===== config.mk =====
export PLATFORM = sky130hd
export DESIGN_NAME = mem_port_arbiter_flat
export DESIGN_NICKNAME = d
export VERILOG_FILES = /design/src/rtl/mem_arb_pkg.sv /design/src/rtl/mem_port_arbiter_if.sv /design/src/rtl/rr_arb2.sv /design/src/rtl/mem_port_arbiter.sv /design/src/flat_wrapper.sv
export SDC_FILE = /design/constraint.sdc
export NUM_CORES = 1
export LEC_CHECK = 0
export CORE_MARGIN = 2
export CORE_UTILIZATION = 39
export CTS_BUF_LIST = sky130_fd_sc_hd__clkbuf_8
export CTS_CLUSTER_DIAMETER = 150
export CTS_CLUSTER_SIZE = 28
export DETAILED_ROUTE_END_ITERATION = 10
export GPL_ROUTABILITY_DRIVEN = 0
export HOLD_SLACK_MARGIN = 0.08
export PLACE_DENSITY = 0.79
export SYNTH_ARGS = -nofsm -noshare
export SYNTH_HDL_FRONTEND = slang
export SYNTH_SLANG_ARGS = --single-unit

===== constraint.sdc =====
create_clock -name clk -period 4.8 [get_ports clk]
set_input_delay 1.44 -clock clk [delete_from_list [all_inputs] [get_ports clk]]
set_output_delay 1.44 -clock clk [all_outputs]
set_load 0.01 [all_outputs]

===== src/rtl/mem_arb_pkg.sv =====
`default_nettype none
// +------------------------------------------------------------------+
// | Package    : mem_arb_pkg                                         |
// | Description: Shared types and constants for mem_port_arbiter.    |
// | Revision   : 1.0 - initial release                               |
// +------------------------------------------------------------------+
package mem_arb_pkg;

  // Access sequencer states
  typedef enum logic [1:0] {
    IDLE   = 2'd0,
    ACCESS = 2'd1,
    WAIT   = 2'd2,
    RESP   = 2'd3
  } arb_state_e;

  // Port identifiers as carried on gnt_id
  localparam logic PORT_CORE = 1'b0;
  localparam logic PORT_LDR  = 1'b1;

  // Width of the latency down-counter; clamped so an illegal latency
  // still elaborates far enough to reach the latency check.
  function automatic int unsigned cnt_width(input int unsigned lat);
    return (lat < 1) ? 1 : $clog2(lat + 1);
  endfunction

endpackage : mem_arb_pkg
`default_nettype wire


===== src/rtl/mem_port_arbiter_if.sv =====
`default_nettype none
// +------------------------------------------------------------------+
// | Interface  : mem_port_arbiter_if                                 |
// | Description: Requester ports and memory-macro port of the        |
// |              unified memory arbiter.                             |
// | Revision   : 1.0 - initial release                               |
// +------------------------------------------------------------------+
interface mem_port_arbiter_if #(
  parameter int unsigned AW = 32,
  parameter int unsigned DW = 32
);
  // Core requester
  logic          c_req;
  logic          c_we;
  logic [AW-1:0] c_addr;
  logic [DW-1:0] c_wdata;
  logic          c_ack;
  // Loader / DMA requester
  logic          l_req;
  logic          l_we;
  logic [AW-1:0] l_addr;
  logic [DW-1:0] l_wdata;
  logic          l_ack;
  // Shared response
  logic [DW-1:0] rdata;
  // Memory macro side
  logic          mem_en;
  logic          mem_we;
  logic [AW-1:0] mem_addr;
  logic [DW-1:0] mem_wdata;
  logic [DW-1:0] mem_rdata;
  // Status
  logic          busy;
  logic          gnt_id;

  // Arbiter side
  modport slave (
    input  c_req, c_we, c_addr, c_wdata,
    input  l_req, l_we, l_addr, l_wdata,
    input  mem_rdata,
    output c_ack, l_ack, rdata,
    output mem_en, mem_we, mem_addr, mem_wdata,
    output busy, gnt_id
  );

  // Environment side: requesters and memory macro
  modport master (
    output c_req, c_we, c_addr, c_wdata,
    output l_req, l_we, l_addr, l_wdata,
    output mem_rdata,
    input  c_ack, l_ack, rdata,
    input  mem_en, mem_we, mem_addr, mem_wdata,
    input  busy, gnt_id
  );
endinterface : mem_port_arbiter_if
`default_nettype wire


===== src/rtl/rr_arb2.sv =====
`default_nettype none
// +------------------------------------------------------------------+
// | Module     : rr_arb2                                             |
// | Description: Two-way arbiter, round-robin or fixed core priority.|
// | Revision   : 1.0 - initial release                               |
// +------------------------------------------------------------------+
module rr_arb2 #(
  parameter bit RR = 1'b1
) (
  input  logic       clk,
  input  logic       rst,
  input  logic [1:0] req,
  input  logic       update,
  output logic       winner
);
  import mem_arb_pkg::*;

  logic last_gnt_q;
  logic last_gnt_d;

  // Winner select: a tie goes away from the last grant, or always to the core
  always_comb begin
    winner = PORT_CORE;
    if (req == 2'b11) begin
      winner = RR ? ~last_gnt_q : PORT_CORE;
    end else if (req[1]) begin
      winner = PORT_LDR;
    end
  end

  // Pointer moves only when a grant is actually taken
  always_comb begin
    last_gnt_d = last_gnt_q;
    if (update) begin
      last_gnt_d = winner;
    end
  end

  // Pointer register; reset to loader so the core wins the first tie
  always_ff @(posedge clk or posedge rst) begin
    if (rst) begin
      last_gnt_q <= PORT_LDR;
    end else begin
      last_gnt_q <= last_gnt_d;
    end
  end

endmodule : rr_arb2
`default_nettype wire


===== src/rtl/mem_port_arbiter.sv =====
`default_nettype none
// +------------------------------------------------------------------+
// | Module     : mem_port_arbiter                                    |
// | Description: Shares one single-port memory between the core and  |
// |              the loader; one access in flight, fixed latency.    |
// | Revision   : 1.0 - initial release                               |
// +------------------------------------------------------------------+
module mem_port_arbiter
  import mem_arb_pkg::*;
#(
  parameter int unsigned AW      = 32,
  parameter int unsigned DW      = 32,
  parameter int unsigned MEM_LAT = 1,
  parameter bit          RR      = 1'b1
) (
  input  logic              clk,
  input  logic              rst,
  mem_port_arbiter_if.slave bus
);

  localparam int unsigned     CW       = cnt_width(MEM_LAT);
  localparam logic [CW-1:0]   CNT_LOAD = CW'(MEM_LAT - 1);

  generate
    if (MEM_LAT < 1) begin : g_bad_lat
      $error("mem_port_arbiter: MEM_LAT must be at least 1");
    end
  endgenerate

  arb_state_e    state_q,     state_d;
  logic [CW-1:0] cnt_q,       cnt_d;
  logic          gnt_id_q,    gnt_id_d;
  logic          mem_we_q,    mem_we_d;
  logic [AW-1:0] mem_addr_q,  mem_addr_d;
  logic [DW-1:0] mem_wdata_q, mem_wdata_d;
  logic [DW-1:0] rdata_q,     rdata_d;

  logic          arb_update;
  logic          arb_winner;
  logic          mem_en;
  logic          busy;
  logic          c_ack;
  logic          l_ack;

  rr_arb2 #(
    .RR (RR)
  ) u_arb (
    .clk    (clk),
    .rst    (rst),
    .req    ({bus.l_req, bus.c_req}),
    .update (arb_update),
    .winner (arb_winner)
  );

  // All state; async reset aborts any access and discards pending read data
  always_ff @(posedge clk or posedge rst) begin
    if (rst) begin
      state_q     <= IDLE;
      cnt_q       <= '0;
      gnt_id_q    <= PORT_CORE;
      mem_we_q    <= 1'b0;
      mem_addr_q  <= '0;
      mem_wdata_q <= '0;
      rdata_q     <= '0;
    end else begin
      state_q     <= state_d;
      cnt_q       <= cnt_d;
      gnt_id_q    <= gnt_id_d;
      mem_we_q    <= mem_we_d;
      mem_addr_q  <= mem_addr_d;
      mem_wdata_q <= mem_wdata_d;
      rdata_q     <= rdata_d;
    end
  end

  // Sequencer: grant and latch in IDLE, strobe in ACCESS, count latency in WAIT
  always_comb begin
    state_d     = state_q;
    cnt_d       = cnt_q;
    gnt_id_d    = gnt_id_q;
    mem_we_d    = mem_we_q;
    mem_addr_d  = mem_addr_q;
    mem_wdata_d = mem_wdata_q;
    rdata_d     = rdata_q;
    arb_update  = 1'b0;
    case (state_q)
      IDLE: begin
        if (bus.c_req || bus.l_req) begin
          arb_update  = 1'b1;
          gnt_id_d    = arb_winner;
          mem_we_d    = (arb_winner == PORT_LDR) ? bus.l_we    : bus.c_we;
          mem_addr_d  = (arb_winner == PORT_LDR) ? bus.l_addr  : bus.c_addr;
          mem_wdata_d = (arb_winner == PORT_LDR) ? bus.l_wdata : bus.c_wdata;
          state_d     = ACCESS;
        end
      end
      ACCESS: begin
        cnt_d   = CNT_LOAD;
        state_d = WAIT;
      end
      WAIT: begin
        if (cnt_q == '0) begin
          rdata_d = bus.mem_rdata;
          state_d = RESP;
        end else begin
          cnt_d = cnt_q - CW'(1);
        end
      end
      RESP: begin
        state_d = IDLE;
      end
      default: begin
        state_d = IDLE;
      end
    endcase
  end

  // Strobes and status decoded from the registered state
  always_comb begin
    mem_en = (state_q == ACCESS);
    busy   = (state_q != IDLE);
    c_ack  = (state_q == RESP) && (gnt_id_q == PORT_CORE);
    l_ack  = (state_q == RESP) && (gnt_id_q == PORT_LDR);
  end

  assign bus.mem_en    = mem_en;
  assign bus.mem_we    = mem_we_q & mem_en;
  assign bus.mem_addr  = mem_addr_q;
  assign bus.mem_wdata = mem_wdata_q;
  assign bus.rdata     = rdata_q;
  assign bus.c_ack     = c_ack;
  assign bus.l_ack     = l_ack;
  assign bus.busy      = busy;
  assign bus.gnt_id    = gnt_id_q;

endmodule : mem_port_arbiter
`default_nettype wire


===== src/flat_wrapper.sv =====
// flat-port wrapper written by rule: the top's interface ports become plain ports
module mem_port_arbiter_flat import mem_arb_pkg::*;
#(
  parameter int unsigned AW      = 32,
  parameter int unsigned DW      = 32,
  parameter int unsigned MEM_LAT = 1,
  parameter bit          RR      = 1'b1
)
  (clk, rst, bus_c_req, bus_c_we, bus_c_addr, bus_c_wdata, bus_l_req, bus_l_we, bus_l_addr, bus_l_wdata, bus_mem_rdata, bus_c_ack, bus_l_ack, bus_rdata, bus_mem_en, bus_mem_we, bus_mem_addr, bus_mem_wdata, bus_busy, bus_gnt_id);
  mem_port_arbiter_if #(.AW(AW), .DW(DW)) bus_i ();
  input  logic clk;
  input  logic rst;
  input wire logic [$bits(bus_i.c_req)-1:0] bus_c_req;
  input wire logic [$bits(bus_i.c_we)-1:0] bus_c_we;
  input wire logic [$bits(bus_i.c_addr)-1:0] bus_c_addr;
  input wire logic [$bits(bus_i.c_wdata)-1:0] bus_c_wdata;
  input wire logic [$bits(bus_i.l_req)-1:0] bus_l_req;
  input wire logic [$bits(bus_i.l_we)-1:0] bus_l_we;
  input wire logic [$bits(bus_i.l_addr)-1:0] bus_l_addr;
  input wire logic [$bits(bus_i.l_wdata)-1:0] bus_l_wdata;
  input wire logic [$bits(bus_i.mem_rdata)-1:0] bus_mem_rdata;
  output wire logic [$bits(bus_i.c_ack)-1:0] bus_c_ack;
  output wire logic [$bits(bus_i.l_ack)-1:0] bus_l_ack;
  output wire logic [$bits(bus_i.rdata)-1:0] bus_rdata;
  output wire logic [$bits(bus_i.mem_en)-1:0] bus_mem_en;
  output wire logic [$bits(bus_i.mem_we)-1:0] bus_mem_we;
  output wire logic [$bits(bus_i.mem_addr)-1:0] bus_mem_addr;
  output wire logic [$bits(bus_i.mem_wdata)-1:0] bus_mem_wdata;
  output wire logic [$bits(bus_i.busy)-1:0] bus_busy;
  output wire logic [$bits(bus_i.gnt_id)-1:0] bus_gnt_id;
  assign bus_i.c_req = bus_c_req;
  assign bus_i.c_we = bus_c_we;
  assign bus_i.c_addr = bus_c_addr;
  assign bus_i.c_wdata = bus_c_wdata;
  assign bus_i.l_req = bus_l_req;
  assign bus_i.l_we = bus_l_we;
  assign bus_i.l_addr = bus_l_addr;
  assign bus_i.l_wdata = bus_l_wdata;
  assign bus_i.mem_rdata = bus_mem_rdata;
  assign bus_c_ack = bus_i.c_ack;
  assign bus_l_ack = bus_i.l_ack;
  assign bus_rdata = bus_i.rdata;
  assign bus_mem_en = bus_i.mem_en;
  assign bus_mem_we = bus_i.mem_we;
  assign bus_mem_addr = bus_i.mem_addr;
  assign bus_mem_wdata = bus_i.mem_wdata;
  assign bus_busy = bus_i.busy;
  assign bus_gnt_id = bus_i.gnt_id;
  mem_port_arbiter #(.AW(AW), .DW(DW), .MEM_LAT(MEM_LAT), .RR(RR)) u_core (.clk(clk), .rst(rst), .bus(bus_i));
endmodule

# After elaboration in Yosys (flattened, before gate mapping)
# Index checks and enable logic that the tools add are counted.
# word_totals
latchBits	0
memories	0
mem_bits_rw	0
output_inout_bits	102
mem_bits_ro	0
reg_bits	102
# op_classes
n_div	0
shifts	0
order_cmp	0
bitwise	4
multipliers	0
mux	12
n_eq_ne	6
reduce_logical	9
addsub	1
# ops
operator	count
$mux W32	2
$pmux W2 S4	1
$eq A2 B2 Y1 const B	3
$mux W1	6
$reduce_and A2 Y1	3
$mux W2	2
$reduce_bool A2 Y1	2
$not A1 Y1	3
$eq A2 B1 Y1 const B	1
$logic_and A1 B1 Y1	2
$logic_not A2 Y1	1
$ne A2 B1 Y1 const B	1
$ne A2 B2 Y1 const B	1
$pmux W1 S2	1
$and A1 B1 Y1	1
$logic_or A1 B1 Y1	1
$sub A1 B1 Y1 const B	1

# Longest topological paths before layout
# depth
depth_word	3
depth_mapped	7
mapped_depth_nobuf	5

# Hierarchy
# From an unflattened synthesis, not the netlist that was laid out.
# hier_totals
cells_unflattened	302
hier_area_um2	4882.2
# by_module_without_submodules
mod	cells_each	area_per_inst_um2	n_inst
mem_port_arbiter	298	4825.9	1
rr_arb2	4	56.3	1

# Worst setup path before layout
# No wires, ideal clock.
# synth_path
kind	register to output
startpoint	reg u_core.state_q[1]
endpoint	out bus_mem_we
path_slack_ns	2.503
stages_incl_launch_ff	4
t_arrival_ns	0.857
cell_sequence	dfrtp_1 -> inv_1 -> ha_1 -> and2_1
# synth_between
elab_chain_len	2
# synth_lines
item	line_no	rtl
start, declared	mem_port_arbiter.sv:30	arb_state_e state_q, state_d;
start signal, assigned	mem_port_arbiter.sv:66	state_q <= state_d;
$eq A2 B1 Y1	mem_port_arbiter.sv:120	mem_en = (state_q == ACCESS);
via bus_mem_en	flat_wrapper.sv:25	output wire logic [$bits(bus_i.mem_en)-1:0] bus_mem_en;
$and A1 B1 Y1	mem_port_arbiter.sv:127	assign bus.mem_we = mem_we_q & mem_en;
end, declared	flat_wrapper.sv:26	output wire logic [$bits(bus_i.mem_we)-1:0] bus_mem_we;
# The timed path passes the listed nets, and every way through them passes these cells.

# Worst setup path after layout
# layout_path
startpoint	reg u_core.state_q[0]
endpoint	out bus_busy
# layout_between
elab_chain_len	1
# layout_lines
item	line_no	rtl
$reduce_bool A2 Y1	mem_port_arbiter.sv:121	busy = (state_q != IDLE);
end, declared	flat_wrapper.sv:29	output wire logic [$bits(bus_i.busy)-1:0] bus_busy;
# Every way passes these cells.

==> results.sh <==
export IMPL_power_density_mw_per_mm2=597
export IMPL_dp_hpwl_mm=10.9
export IMPL_cpMaxStageDelayCell="clkdlybuf4s50_1"
export IMPL_critPathMaxStageDelay_ps=500
export IMPL_syn_area_mm2=0.00463
export IMPL_cp_max_fo=6
export IMPL_cts_resized=0
export IMPL_syn_avg_cell_area_um2=10.3
export IMPL_place_inst=835
export IMPL_fin_skew_ps=9.01
export IMPL_fin_nets=874
export IMPL_crit_family="buffers and inverters"
export IMPL_violations="DRC"
export IMPL_maxSlewViolCount=0
export IMPL_grt_first_pass_wirelength_mm=22.9
export IMPL_post_cts_buffers=0
export IMPL_critical_path_cell_count=4
export IMPL_route_detailed_drc=19
export IMPL_crit_type="flop to output pin"
export IMPL_worst_slew_pin_slew_ps=1040
export IMPL_grt_pass1_vias=4512
export IMPL_dpl_cell_area_mm2=0.00738
export IMPL_place_ws_ps=1240
export IMPL_fin_cells=851
export IMPL_synthFlopType="dfrtp_1"
export IMPL_maxClockFrequency_mhz=307
export IMPL_vias=4261
export IMPL_clock_path_buffers=2
export IMPL_die_w_um=113
export IMPL_cts_buffers=9
export IMPL_die_h_um=113
export IMPL_cts_htree_levels=3
export IMPL_critPathMostFrequentCell="inv_1"
export IMPL_cap_violations=0
export IMPL_p_leak_nw=3.08
export IMPL_crit_path_start="u_core.state_q[0]"
export IMPL_ir_worst_vdd_mv=0.270
export IMPL_min_period_ps=3260
export IMPL_critPathArrivalTime_ps=1820
export IMPL_firstDrtPassIters=7
export IMPL_synth_async_reset_ratio_pct=100
export IMPL_startpoint_type="flop"
export IMPL_hold_violations=0
export IMPL_drive_above_1_share_pct=17.1
export IMPL_n_antenna_cell=0
export IMPL_ys_seq_elements=101
export IMPL_grtUsageTotal_pct=22.8
export IMPL_wl_per_cell_um=17.2
export IMPL_min_from="u_core.bus.rdata[28]"
export IMPL_ant_nets=0
export IMPL_antenna_found_initial=0
export IMPL_ctsHoldBuffers=0
export IMPL_syn_inst=449
export IMPL_synth_warnings=0
export IMPL_reg2reg_depth=6
export IMPL_slew_headroom_pct=30.8
export IMPL_status="finished, violations left"
export IMPL_synthTopCellsByArea="dfrtp_1 (54%), a21oi_2 (11%), mux2_2 (8.0%)"
export IMPL_crit_path_end_kind="output pin"
export IMPL_required_ps=3360
export IMPL_holdPathStages=1
export IMPL_die_area_mm2=0.0128
export IMPL_clock_sinks=101
export IMPL_netlist_area_leader_share_pct=54.0
export IMPL_rr_startpoint="u_core.state_q[0]"
export IMPL_min_period_over_period_pct=67.8
export IMPL_grt_overflow_total=0
export IMPL_tns_ps=0
export IMPL_rsz0062_at_grt="false"
export IMPL_syn_num_nets=620
export IMPL_synth_edf_count=0
export IMPL_port_buffers=267
export IMPL_drtIter0Drc=382
export IMPL_cts_tree="done"
export IMPL_cts_root_buf="clkbuf_8"
export IMPL_path_buf_inv=3
export IMPL_boundaryPins=268
export IMPL_coreArea_mm2=0.0115
export IMPL_yosys_area_top_type="dfrtp_1"
export IMPL_yosysMostFrequentCell="dfrtp_1"
export IMPL_routed_wl_mm=14.7
export IMPL_finalInstanceArea_mm2=0.00756
export IMPL_setup_violations=0
export IMPL_synth_distinct_cells=23
export IMPL_min_path_type="flop to flop"
export IMPL_rrSetupSlack_ps=2730
export IMPL_grt_max_degree=84
export IMPL_rows=39
export IMPL_syn2layout_area_growth_pct=63.2
export IMPL_synth_seq_area_share_pct=54.6
export IMPL_clk_latency_ps=360
export IMPL_fin_ws_ps=1540
export IMPL_start_util_pct=40.2
export IMPL_path_cells="inv_1, ha_1, inv_1, clkdlybuf4s50_1"
export IMPL_vias_per_cell=5.01
export IMPL_clkTransAtPathRegs_ps=90
export IMPL_synthTopCellsByCount="dfrtp_1 (100), a21oi_1 (72), nand2_1 (66)"
==> worst paths after layout <==
path	to
setup / recovery	bus_busy
hold / removal	u_core.bus.rdata[28]
setup reg to reg	u_core.bus.mem_addr[14]
hold reg to reg	u_core.bus.rdata[28]
max in group asynchronous	u_core.bus.mem_wdata[16]
min in group asynchronous	u_core.bus.rdata[29]
==> per-stage QoR <==
step                hold slack [ps]  util [%]  total power, W
CTS                             516      65.6         0.00455
floorplan                       487         -         0.00277
detailed placement              495      64.1         0.00404
finish                          515      65.6         0.00451
global route                    525      65.6         0.00480
global placement                488      64.1         0.00396
==> placed cells by master, fill, tap and decap left out <==
cell,netlist,routed
o21a_2,0,1
a21bo_2,1,1
clkdlybuf4s50_1,0,267
clkbuf_8,0,11
nor2b_1,1,1
clkinvlp_4,0,2
dfstp_2,1,1
o21ai_4,0,1
nor3_1,1,1
buf_12,0,1
inv_4,0,1
a31oi_1,1,1
buf_4,4,7
o21ai_1,1,1
ha_1,5,5
inv_1,4,5
mux2_2,33,33
nor2_1,65,65
and2_1,2,2
nor3b_1,1,1
dfrtp_1,100,100
a21oi_2,60,60
a21boi_4,0,1
a21oi_1,72,72
clkinv_2,0,1
nand2_1,66,66
==> cell families after synthesis <==
kind of cell	Yosys count	synth area share (%)
AOI/OAI and AO/OA	138	20.2
and+or+nand+nor	136	11.3
DFF	101	54.6
buffers and inverters	36	4.54
muxes	33	8.02
adders and majority gates	5	1.35
==> routing by layer <==
metal / vias to the layer above / wire length, um / GRT usage, %
met5: - / 0 / 0
met4: 0 / 492 / 12.0
met3: 33 / 1180 / 5.25
met2: 195 / 7480 / 39.9
met1: 2026 / 5500 / 26.1
li1: 2007 / - / -
==> worst register-to-register path, cell delays in order (launching register included) <==
cell,delay [ps]
dfrtp_1,410
inv_1,130
ha_1,310
o21a_2,560
buf_4,380
nor2_1,70
a21oi_1,130
==> sequential cells by signal, summed over array words and instances (netlist names) <==
register,count
u_core.bus.mem_wdata,32
u_core.state_q,2
u_core.bus.rdata,32
u_core.mem_we_q,1
u_core.bus.gnt_id,1
u_core.u_arb.last_gnt_q,1
u_core.bus.mem_addr,32
==> cell type report <==
type | count | area [um2]
clock buffer | 11 | 151
clock inverter | 5 | 27.5
fill | 926 | 3960
inverter | 4 | 17.5
multi-input combinational | 312 | 1910
sequential | 101 | 2530
tap | 143 | 179
timing repair buffer | 275 | 2750
==> report_power, final <==
part	switching (W)	internal, W	total [W]	leakage (nW)
sequential	0.000241	0.00129	0.00153	1.15
combinational	0.00113	0.00134	0.00247	1.84
clock	0.000291	0.000213	0.000504	0.0939
(Power assumes the default switching activity.)
